==> src/rtl/cpu_types_pkg.sv <==
// cpu_types_pkg: shared word, memory-state and arbiter-state types
package cpu_types_pkg;
  typedef logic [31:0] word_t;
  typedef enum logic [1:0] {FREE, BUSY, ACCESS, ERROR} ramstate_t;
  typedef enum logic [1:0] {IDLE, GNT_I, GNT_D} arb_state_t;
endpackage

==> src/rtl/arb_timer.sv <==
// arb_timer: counts enabled cycles and flags the TIMEOUT-th one
module arb_timer #(
  parameter int TIMEOUT = 31
) (
  input  logic CLK,
  input  logic RST,
  input  logic clear,
  input  logic enable,
  output logic expired
);
  localparam int W = $clog2(TIMEOUT + 1);
  logic [W-1:0] count;
  always_ff @(posedge CLK or posedge RST)
    if (RST) count <= '0;
    else count <= clear ? '0 : enable ? count + W'(1) : count;
  assign expired = enable && count == W'(TIMEOUT - 1);
endmodule

==> src/rtl/mem_arbiter.sv <==
// mem_arbiter: shares one memory port between instruction and data requesters.
// Define MEM_ARBITER_RR_EN for round-robin on contention; otherwise data has fixed priority.
module mem_arbiter
  import cpu_types_pkg::*;
#(
  parameter int    TIMEOUT = 31,
  parameter word_t BADWORD = 32'hBAD1BAD1
) (
  input  logic      CLK,
  input  logic      RST,
  input  logic      iREN,
  input  word_t     iaddr,
  output logic      iwait,
  output word_t     iload,
  input  logic      dREN,
  input  logic      dWEN,
  input  word_t     daddr,
  input  word_t     dstore,
  output logic      dwait,
  output word_t     dload,
  output logic      ramREN,
  output logic      ramWEN,
  output word_t     ramaddr,
  output word_t     ramstore,
  input  word_t     ramload,
  input  ramstate_t ramstate,
  output logic      err
);
  arb_state_t state;
  word_t addr_r, store_r, rdata;
  logic wen_r, dreq, pick_d, gnt, req_g, acc, expired, done, fin;
  assign dreq = dREN | dWEN;
`ifdef MEM_ARBITER_RR_EN
  logic last_d;
  assign pick_d = dreq && !(iREN && last_d);
  always_ff @(posedge CLK or posedge RST)
    if (RST) last_d <= 1'b0;
    else if (done) last_d <= state == GNT_D;
`else
  assign pick_d = dreq;
`endif
  assign gnt = state != IDLE;
  assign req_g = state == GNT_D ? dreq : state == GNT_I && iREN;
  assign acc = ramstate == ACCESS;
  assign done = req_g && (acc || expired);
  // a grant ends on completion, timeout, or the owner withdrawing its request
  assign fin = gnt && (!req_g || acc || expired);
  arb_timer #(.TIMEOUT(TIMEOUT)) u_timer (
    .CLK(CLK),
    .RST(RST),
    .clear(!gnt || fin),
    .enable(gnt && !acc),
    .expired(expired)
  );
  assign rdata = expired ? BADWORD : wen_r ? '0 : ramload;
  assign iload = done && state == GNT_I ? rdata : '0;
  assign dload = done && state == GNT_D ? rdata : '0;
  assign iwait = iREN && !(done && state == GNT_I);
  assign dwait = dreq && !(done && state == GNT_D);
  assign ramREN = gnt && !wen_r;
  assign ramWEN = gnt && wen_r;
  assign ramaddr = addr_r;
  assign ramstore = store_r;
  always_ff @(posedge CLK or posedge RST)
    if (RST) begin
      state <= IDLE;
      addr_r <= '0;
      store_r <= '0;
      wen_r <= 1'b0;
      err <= 1'b0;
    end else begin
      err <= err || (done && expired);
      if (!gnt) begin
        state <= pick_d ? GNT_D : iREN ? GNT_I : IDLE;
        addr_r <= pick_d ? daddr : iaddr;
        store_r <= pick_d ? dstore : '0;
        wen_r <= pick_d && dWEN;
      end else if (fin) state <= IDLE;
    end
endmodule

==> config.mk <==
export PLATFORM = sky130hd
export DESIGN_NAME = mem_arbiter
export DESIGN_NICKNAME = d
export VERILOG_FILES = /design/src/rtl/cpu_types_pkg.sv /design/src/rtl/arb_timer.sv /design/src/rtl/mem_arbiter.sv
export SDC_FILE = /design/constraint.sdc
export NUM_CORES = 1
export LEC_CHECK = 0
export ABC_AREA = 1
export CAP_MARGIN = 20
export CORE_ASPECT_RATIO = 2
export CORE_MARGIN = 4
export CORE_UTILIZATION = 34
export CTS_CLUSTER_SIZE = 24
export DETAILED_ROUTE_END_ITERATION = 7
export HOLD_SLACK_MARGIN = 0.05
export PLACE_DENSITY = 0.83
export SYNTH_ARGS = -nofsm -noshare
export SYNTH_HDL_FRONTEND = slang
export SYNTH_HIERARCHICAL = 1
export SYNTH_SLANG_ARGS = --single-unit
export TNS_END_PERCENT = 50
==> constraint.sdc <==
create_clock -name CLK -period 2.59 [get_ports CLK]
set_input_delay 0.518 -clock CLK [delete_from_list [all_inputs] [get_ports CLK]]
set_output_delay 0.518 -clock CLK [all_outputs]
set_load 0.03 [all_outputs]
Yosys cells after proc, flatten, opt, wreduce, memory -nomap -nowiden --
Cells that the tools add are included.
Storage, ports and cells: register bits after elaboration 73, input port bits 135
Operators by class: add/subtract/negate cells 1, equal/unequal tests 5, muxes and demuxes 13, bitwise gates (word level) 1, reductions and logical operators 26
Operator list (count):
- two-way mux 32 bit | 6
- logical AND 1 bit | 13
- two-way mux 5 bit | 2
- logical NOT 1 bit | 6
- two-way mux 2 bit | 3
- adder 5 x 1 -> 5 bit, second input constant | 1
- equality test 5 bit, second input constant | 1
- logical OR 1 bit | 5
- equality test 2 bit, second input constant | 2
- nonzero test 2 bit | 2
- equality test 2 x 1 -> 1 bit, second input constant | 1
- two-way mux 1 bit | 2
- inequality test 2 x 1 -> 1 bit, second input constant | 1
- OR 1 bit | 1

Longest topological paths before layout --
Gate-level depths: netlist of the first run.
word-level depth 9, gate-level depth with buffers 15

Modules after synthesis --
Netlist of the first run, hierarchy kept.
By module, submodules not included:
- mem_arbiter | times used 1, cells an instance 393, area each 3306.9 um^2
- arb_timer | times used 1, cells an instance 38, area each 289.0 um^2

Worst setup path after synthesis of the first run --
No wires, ideal clock.
path type flip-flop to output port, start register state[0], end output dload[15], data arrival time 2.191 ns, data required time 2.072 ns, setup slack -0.119 ns, cell stages (with the launch flop) 11, path buffers 3, cell sequence dfrtp_1 > inv_2 > nand2_2 > buf_4 > inv_2 > a21oi_1 > and3_1 > buf_2 > clkbuf_1 > a21oi_1 > nor2_1
On the way: word-level cells in the longest chain between the ends 7, elaborated cells between the ends (all ways) 12, classes of those cells eq/ne: 2; mux: 3; reduce/logical: 7
Ends and longest elaborated chain:
- start: declaration | line mem_arbiter.sv:29 | arb_state_t state;
- start signal: assignment | line mem_arbiter.sv:74 | state <= pick_d ? GNT_D : iREN ? GNT_I : IDLE;
- nonzero test 2 bit (*) | line mem_arbiter.sv:42 | assign gnt = state != IDLE;
- logical AND 1 bit (*) | line mem_arbiter.sv:52 | .enable(gnt && !acc),
- logical AND 1 bit (*) | line arb_timer.sv:16 | assign expired = enable && count == W'(TIMEOUT - 1);
- named net expired | line mem_arbiter.sv:31 | logic wen_r, dreq, pick_d, gnt, req_g, acc, expired, done, fin;
- logical OR 1 bit | line mem_arbiter.sv:45 | assign done = req_g && (acc || expired);
- logical AND 1 bit | line mem_arbiter.sv:45
- logical AND 1 bit | line mem_arbiter.sv:57 | assign dload = done && state == GNT_D ? rdata : '0;
- two-way mux 32 bit (*) | line mem_arbiter.sv:57
- end: declaration | line mem_arbiter.sv:20 | output word_t dload,
The timed path passes the listed nets; every way through them passes the cells marked *.

Worst setup path after layout of the first run --
start input dWEN, end output dload[24]
On the way: word-level cells in the longest chain between the ends 5
Ends and longest elaborated chain:
- start: declaration | line mem_arbiter.sv:16 | input logic dWEN,
- OR 1 bit | line mem_arbiter.sv:32 | assign dreq = dREN | dWEN;
- two-way mux 1 bit | line mem_arbiter.sv:43 | assign req_g = state == GNT_D ? dreq : state == GNT_I && iREN;
- logical AND 1 bit | line mem_arbiter.sv:45
- logical AND 1 bit | line mem_arbiter.sv:57
- two-way mux 32 bit | line mem_arbiter.sv:57
Every way passes these cells.

==> results.json, run 1 <==
{
  "intPower_w": 0.00406,
  "totalPowerFinal_w": 0.00728,
  "cts_root_buf": "clkbuf_16",
  "die_h_um": 153,
  "post-route-drc-count": 0,
  "vias_per_cell": 5.06,
  "floorplan.initialDensity": 0.352,
  "clockBufferDepth": 2,
  "netlist_area_mm2": 0.00360,
  "synth.net_count": 568,
  "global_route_wire_length_before_repair_mm": 22.4,
  "drt-initial-drc-count": 136,
  "crit-reg2reg-capture": "u_timer/count[4]",
  "antenna_violating_nets_post_route": 0,
  "synth_mux_area_frac": 0,
  "drt_wl_total_mm": 16.1,
  "timing.rr.start": "state[0]",
  "place.gp.congestion": 0.848,
  "cts-hold-fix-buffers": 0,
  "power.clock.fraction": 0.164,
  "sequential_group_share_of_total_power": 0.266,
  "synth_simple_gate_area_frac": 0.296,
  "critPathKind": "input pin to output pin",
  "p_sw_frac": 0.442,
  "placedCellCount": 827,
  "clock_pin_slew_worst_setup_and_hold_paths_ns": 0.06,
  "crit_fanout": 5,
  "core_mm2": 0.0102,
  "clock-sinks": 73,
  "portion_of_the_post_synthesis_area_used_by_sequential_elements": 0.508,
  "worst_pin_slew_ns": 0.738,
  "hpwlAfterDp_mm": 11.1,
  "crit_end": "dload[24]",
  "combinationalPowerShare": 0.570,
  "clock_insertion_delay_worst_skew_ns": 0.32,
  "io_buffer_count": 267,
  "grt_start_max_net_pins": 67,
  "grt_antenna_before_repair": 0,
  "max_freq_ghz": 0.379,
  "largest_family_of_logic_cells_by_synthesized_area": "simple AND/OR/NAND/NOR gates",
  "synth_adder_area_share": 0.00696,
  "ys_ff_latch": 73,
  "crit_arrival_ns": 2.12,
  "final-hold-violation-count": 0,
  "report.final.slew_viol_count": 0,
  "detailed_place.area_mm2": 0.00643,
  "final_net_count": 859,
  "worstRegToRegCells": 16,
  "crit_path_start_kind": "input pin",
  "relSlewSlack": 0.508,
  "most_area_consuming_cells_after_synthesis": "dfrtp_1, nand2_1, a22o_1",
  "hold_slack_ns": 0.444,
  "switchingPower_w": 0.00322,
  "globalRoute.totalOverflow": 0,
  "die_area_mm2": 0.0124,
  "synth_compound_gate_area_share": 0.116,
  "final_design_area_no_fill_mm2": 0.00727,
  "tritoncts.num_buffers": 9,
  "power-per-cell-area_mw_per_mm2": 1000,
  "yosysUniqueCellTypes": 25,
  "reg2reg_slack_ns": 0.59,
  "detailroute.via_count": 4366,
  "h_tree_depth": 3,
  "worst_ir_drop_vdd_v": 0.000719,
  "area.growth.synth_to_final_pct": 102,
  "gr-usage-all-layers": 0.235,
  "final-setup-viol-count": 14,
  "status": "finished, violations left",
  "synth.top_cell.area_share": 0.508,
  "top_ports": 268,
  "detail_route.wl_per_cell_um": 18.6,
  "min-delay-path-class": "input pin to asynchronous set/reset pin",
  "first_global_vias": 4579,
  "max_cap_viol_count": 0,
  "antennaDiodeCount": 0,
  "tritoncts": "built",
  "post_synthesis_mean_instance_area_um2": 8.34,
  "std_cell_rows": 52,
  "clock_skew_ns": 0.00678,
  "post_synth_xor_area_fraction": 0,
  "crit_path_time_final_ns": 2.64,
  "die_span_x_um": 80.7,
  "worst_setup_path_startpoint": "dWEN",
  "rsz0062_at_grt": "true",
  "timing.final.crit_share": 1.02,
  "drive_above_1_share": 0.285,
  "power_leakage_nw": 3.20,
  "crit_required_ns": 2.07,
  "synth_top_cell_by_area": "dfrtp_1",
  "violations": "negative setup slack",
  "worstSetupEndpointType": "output pin",
  "drt_first_pass_iters": 4,
  "post-place-ws_ns": -0.348,
  "fin_ws_ns": -0.0494,
  "synth_warnings": 6,
  "postSynthCellCount": 431,
  "post_layout_nonfiller_instances": 862
}
## layout by cell type (no fill, tap or decap), types with 2 or more instances in the layout
cell type        netlist  layout
a21oi_1               22      20
nand3_1               36      36
nand2_1              130     119
clkbuf_16              0      10
a22o_1                32      32
nor2_2                 7      34
inv_1                 12       9
dfrtp_1               73      72
buf_6                  8      36
buf_4                  5      57
nand2_2                2      11
inv_2                  4       6
buf_12                 0      11
nor2_1                72      25
dlygate4sd2_1          0       2
buf_16                 0       2
nand2_4                1       3
a21oi_2                1       2
clkinv_2               0       4
nand3_4                2       2
clkdlybuf4s50_1        0     197
ha_1                   2       2
nor2_4                 1      21
## routing by layer
metal / wire length [um] / share of wire / vias up / global-route usage
met5: 0 / 0 / - / 0
met4: 1030 / 0.064 / 0 / 0.147
met3: 1500 / 0.093 / 60 / 0.0671
met2: 8660 / 0.54 / 279 / 0.453
met1: 4890 / 0.30 / 2049 / 0.198
li1: - / - / 1978 / -
## critical path: stages
cell and delay [ns]:
clkdlybuf4s50_1 0.48, inv_1 0.07, nand2_2 0.10, nand2_2 0.08
nand2_4 0.06, buf_6 0.10, nand3_4 0.13, buf_4 0.17
buf_12 0.13, nor2_2 0.12, buf_6 0.15
## power by group through the flow
stage	logic (W)	clock network [W]	registers (W)
final	0.00415	0.00120	0.00193
after CTS	0.00408	0.00123	0.00194
after floorplan	0.00130	0	0.00285
after global routing	0.00436	0.00127	0.00200
after detailed placement	0.00386	0	0.00193
after global placement	0.00379	0	0.00192
## Yosys cell counts
| master | number |
|---|---|
| a21o_1 | 1 |
| a21oi_1 | 22 |
| a21oi_2 | 1 |
| a22o_1 | 32 |
| a31oi_1 | 1 |
| and3_1 | 1 |
| buf_2 | 11 |
| buf_4 | 5 |
| buf_6 | 8 |
| clkbuf_1 | 3 |
| clkinv_1 | 2 |
| dfrtp_1 | 73 |
| ha_1 | 2 |
| inv_1 | 12 |
| inv_2 | 4 |
| nand2_1 | 130 |
| nand2_2 | 2 |
| nand2_4 | 1 |
| nand3_1 | 36 |
| nand3_4 | 2 |
| nand4_1 | 1 |
| nor2_1 | 72 |
| nor2_2 | 7 |
| nor2_4 | 1 |
| o21ai_1 | 1 |
## kinds of logic after synthesis
logic type	count (synthesis)
and+or+nand+nor	253
DFF	73
adders and majority gates	2
AOI/OAI and AO/OA	58
buffers and inverters	45
## sequential cells by signal, indices dropped and copies added (netlist names)
signal	count
state	2
err	1
wen_r	1
ramstore	32
ramaddr	32
u_timer/count	5
## cell type report
type / count / area (um2)
tap: 135 / 169
inverter: 18 / 73.8
clock inverter: 6 / 58.8
timing repair buffer: 307 / 3130
clock buffer: 10 / 229
sequential: 73 / 1830
multi-input combinational: 313 / 1780
fill: 708 / 2950
## worst min path at each step
stage | from | end | slack (ns) | cells past startpoint
2_1_floorplan | RST | u_timer/count[0] | 0.30 | 1
3_3_place_gp | err | err | 0.44 | 1
3_5_place_dp | err | err | 0.44 | 1
4_1_cts | RST | u_timer/count[4] | 0.43 | 2
5_1_grt | RST | u_timer/count[4] | 0.46 | 2
6_report | RST | u_timer/count[4] | 0.44 | 2
## through the flow
| step | setup TNS [ns] | util |
|---|---|---|
| floorplan | -2.79 | - |
| finish | -0.274 | 0.712 |
| global placement | -15.16 | 0.630 |
| detailed placement | -16.51 | 0.630 |
| global route | -3.15 | 0.712 |
| CTS | -0.358 | 0.696 |
## what timing repair did
item | CTS | global route
cloned | 5 | 2
pin swaps | 9 | 15
endpoints found under the setup margin | 66 | 65
resized for setup | 60 | 49
buffers inserted | 13 | 3
Power figures use the tool's default switching activity.
==> run 2, diff against run 1 <==
Settings changed: SETUP_SLACK_MARGIN set to 0.2.
Clock period 2.59 ns to 2.77 ns, I/O delays scaled along.
==> results.json, run 2 (same netlist as run 1, synthesis figures left out) <==
{
  "status": "finished, violations left",
  "violations": "negative setup slack",
  "h_tree_depth": 3,
  "critPathKind": "flip-flop to output pin",
  "hold_slack_ns": 0.466,
  "clock_pin_slew_worst_setup_and_hold_paths_ns": 0.06,
  "crit_fanout": 8,
  "min_delay_path_depth": 1,
  "hp-start": "err",
  "timing.rr.start": "state[0]",
  "cts_root_buf": "clkbuf_16",
  "clock_insertion_delay_worst_skew_ns": 0.33,
  "global_route_wire_length_before_repair_mm": 23.0,
  "reg2reg_slack_ns": 0.76,
  "tritoncts": "built",
  "clock-sinks": 73,
  "hpwlAfterDp_mm": 10.8,
  "die_h_um": 153,
  "power_leakage_nw": 3.17,
  "crit_path_start_kind": "flip-flop",
  "drt_wl_total_mm": 15.4,
  "detail_route.wl_per_cell_um": 17.9,
  "floorplan.initialDensity": 0.352,
  "worstRegToRegCells": 15,
  "worst_pin_slew_ns": 0.726,
  "grt_start_max_net_pins": 69,
  "power-per-cell-area_mw_per_mm2": 955,
  "totalPowerFinal_w": 0.00688,
  "final-hold-violation-count": 0,
  "fin_ws_ns": -0.00928,
  "max_freq_ghz": 0.360,
  "post_layout_nonfiller_instances": 858,
  "die_span_x_um": 80.7,
  "antenna_violating_nets_post_route": 0,
  "first_global_vias": 4603,
  "final_net_count": 855,
  "top_ports": 268,
  "core_mm2": 0.0102,
  "area.growth.synth_to_final_pct": 101,
  "layout.cells.most_common_list": "clkdlybuf4s50_1, nand2_1, dfrtp_1",
  "max_cap_viol_count": 0,
  "timing.final.crit_share": 1.00,
  "worst_ir_drop_vdd_v": 0.000615,
  "rsz0062_at_grt": "true",
  "min-delay-path-class": "flip-flop to flip-flop",
  "mostFrequentLayoutCell": "clkdlybuf4s50_1",
  "crit-reg2reg-capture": "u_timer/count[3]",
  "io_buffer_count": 267,
  "vias_per_cell": 5.01,
  "postLayoutCoreUtil": 0.706,
  "place.gp.congestion": 0.811,
  "gr-usage-all-layers": 0.243,
  "drt-initial-drc-count": 196,
  "report.final.slew_viol_count": 0,
  "clock_skew_ns": 0.00756,
  "final-setup-viol-count": 1,
  "final_design_area_no_fill_mm2": 0.00721,
  "drt_first_pass_iters": 4,
  "crit_required_ns": 2.22,
  "placedCellCount": 825,
  "crit_path_time_final_ns": 2.78,
  "drive_above_1_share": 0.271,
  "globalRoute.totalOverflow": 0,
  "worst_case_hold_path_end_point": "err",
  "relSlewSlack": 0.516,
  "worstSetupEndpointType": "output pin",
  "clockBufferDepth": 2,
  "post-route-drc-count": 0,
  "grt_antenna_before_repair": 0,
  "detailroute.via_count": 4295,
  "crit_arrival_ns": 2.23,
  "detailed_place.area_mm2": 0.00634,
  "tritoncts.num_buffers": 9,
  "std_cell_rows": 52,
  "die_area_mm2": 0.0124,
  "antennaDiodeCount": 0
}
run 2: metrics by stage:
stage / setup TNS (ns) / setup slack, ns
6_report: -0.00928 / -0.00928
5_1_grt: -0.382 / -0.0636
4_1_cts: 0 / 0.127
3_5_place_dp: -3.11 / -0.176
3_3_place_gp: -1.64 / -0.165
2_1_floorplan: 0 / 0.0732
run 2: critical path, stage by stage (launching register included):
cell     delay, ns
dfrtp_2       0.41
inv_2         0.08
nand2_4       0.06
inv_4         0.07
a21oi_4       0.03
and3_4        0.19
buf_4         0.16
nor2_1        0.21
buf_6         0.19
nand2_1       0.13
nor2_1        0.18
buf_4         0.19
run 2: area by class of cell:
class                   instances  area (um2)
clock buffers                   9         225
clock inverters                 7         101
fillers                       707        3000
inverters                      18        70.1
multi-input cells             313        1800
flip-flops and latches         73        1830
well taps                     135         169
repair buffers                303        3020
run 2: per-layer routing:
layer	share of wire	vias to the layer above	GRT usage	wire [um]
li1	-	1971	-	-
met1	0.32	2014	0.227	4890
met2	0.54	260	0.439	8290
met3	0.097	50	0.0813	1490
met4	0.045	0	0.145	697
met5	0	-	0	0
run 2: where the power goes:
part / leakage (nW) / switching [W] / total, W / internal (W)
registers: 0.910 / 0.000284 / 0.00182 / 0.00153
logic: 2.11 / 0.00228 / 0.00382 / 0.00154
clock network: 0.153 / 0.000456 / 0.00125 / 0.000796
total: 3.17 / 0.00302 / 0.00688 / 0.00386
run 2: worst max path at each step:
stage          slack (ns)         from   endpoint  cells past startpoint
2_1_floorplan        0.07     state[0]  iload[21]                     11
3_3_place_gp        -0.16  ramstate[0]      iwait                     10
3_5_place_dp        -0.18  ramstate[0]      iwait                     10
4_1_cts              0.13     state[1]  dload[24]                     12
5_1_grt             -0.06     state[0]  iload[30]                     11
6_report           -0.009     state[0]  iload[30]                     11
run 2: repair_timing:
item | CTS | global route
gates cloned | 4 | 0
hold endpoints to repair | 0 | 0
setup endpoints to repair | 66 | 66
gates resized for setup | 78 | 26
hold buffers | 0 | 0
pin swaps | 4 | 7
buffers inserted | 11 | 2
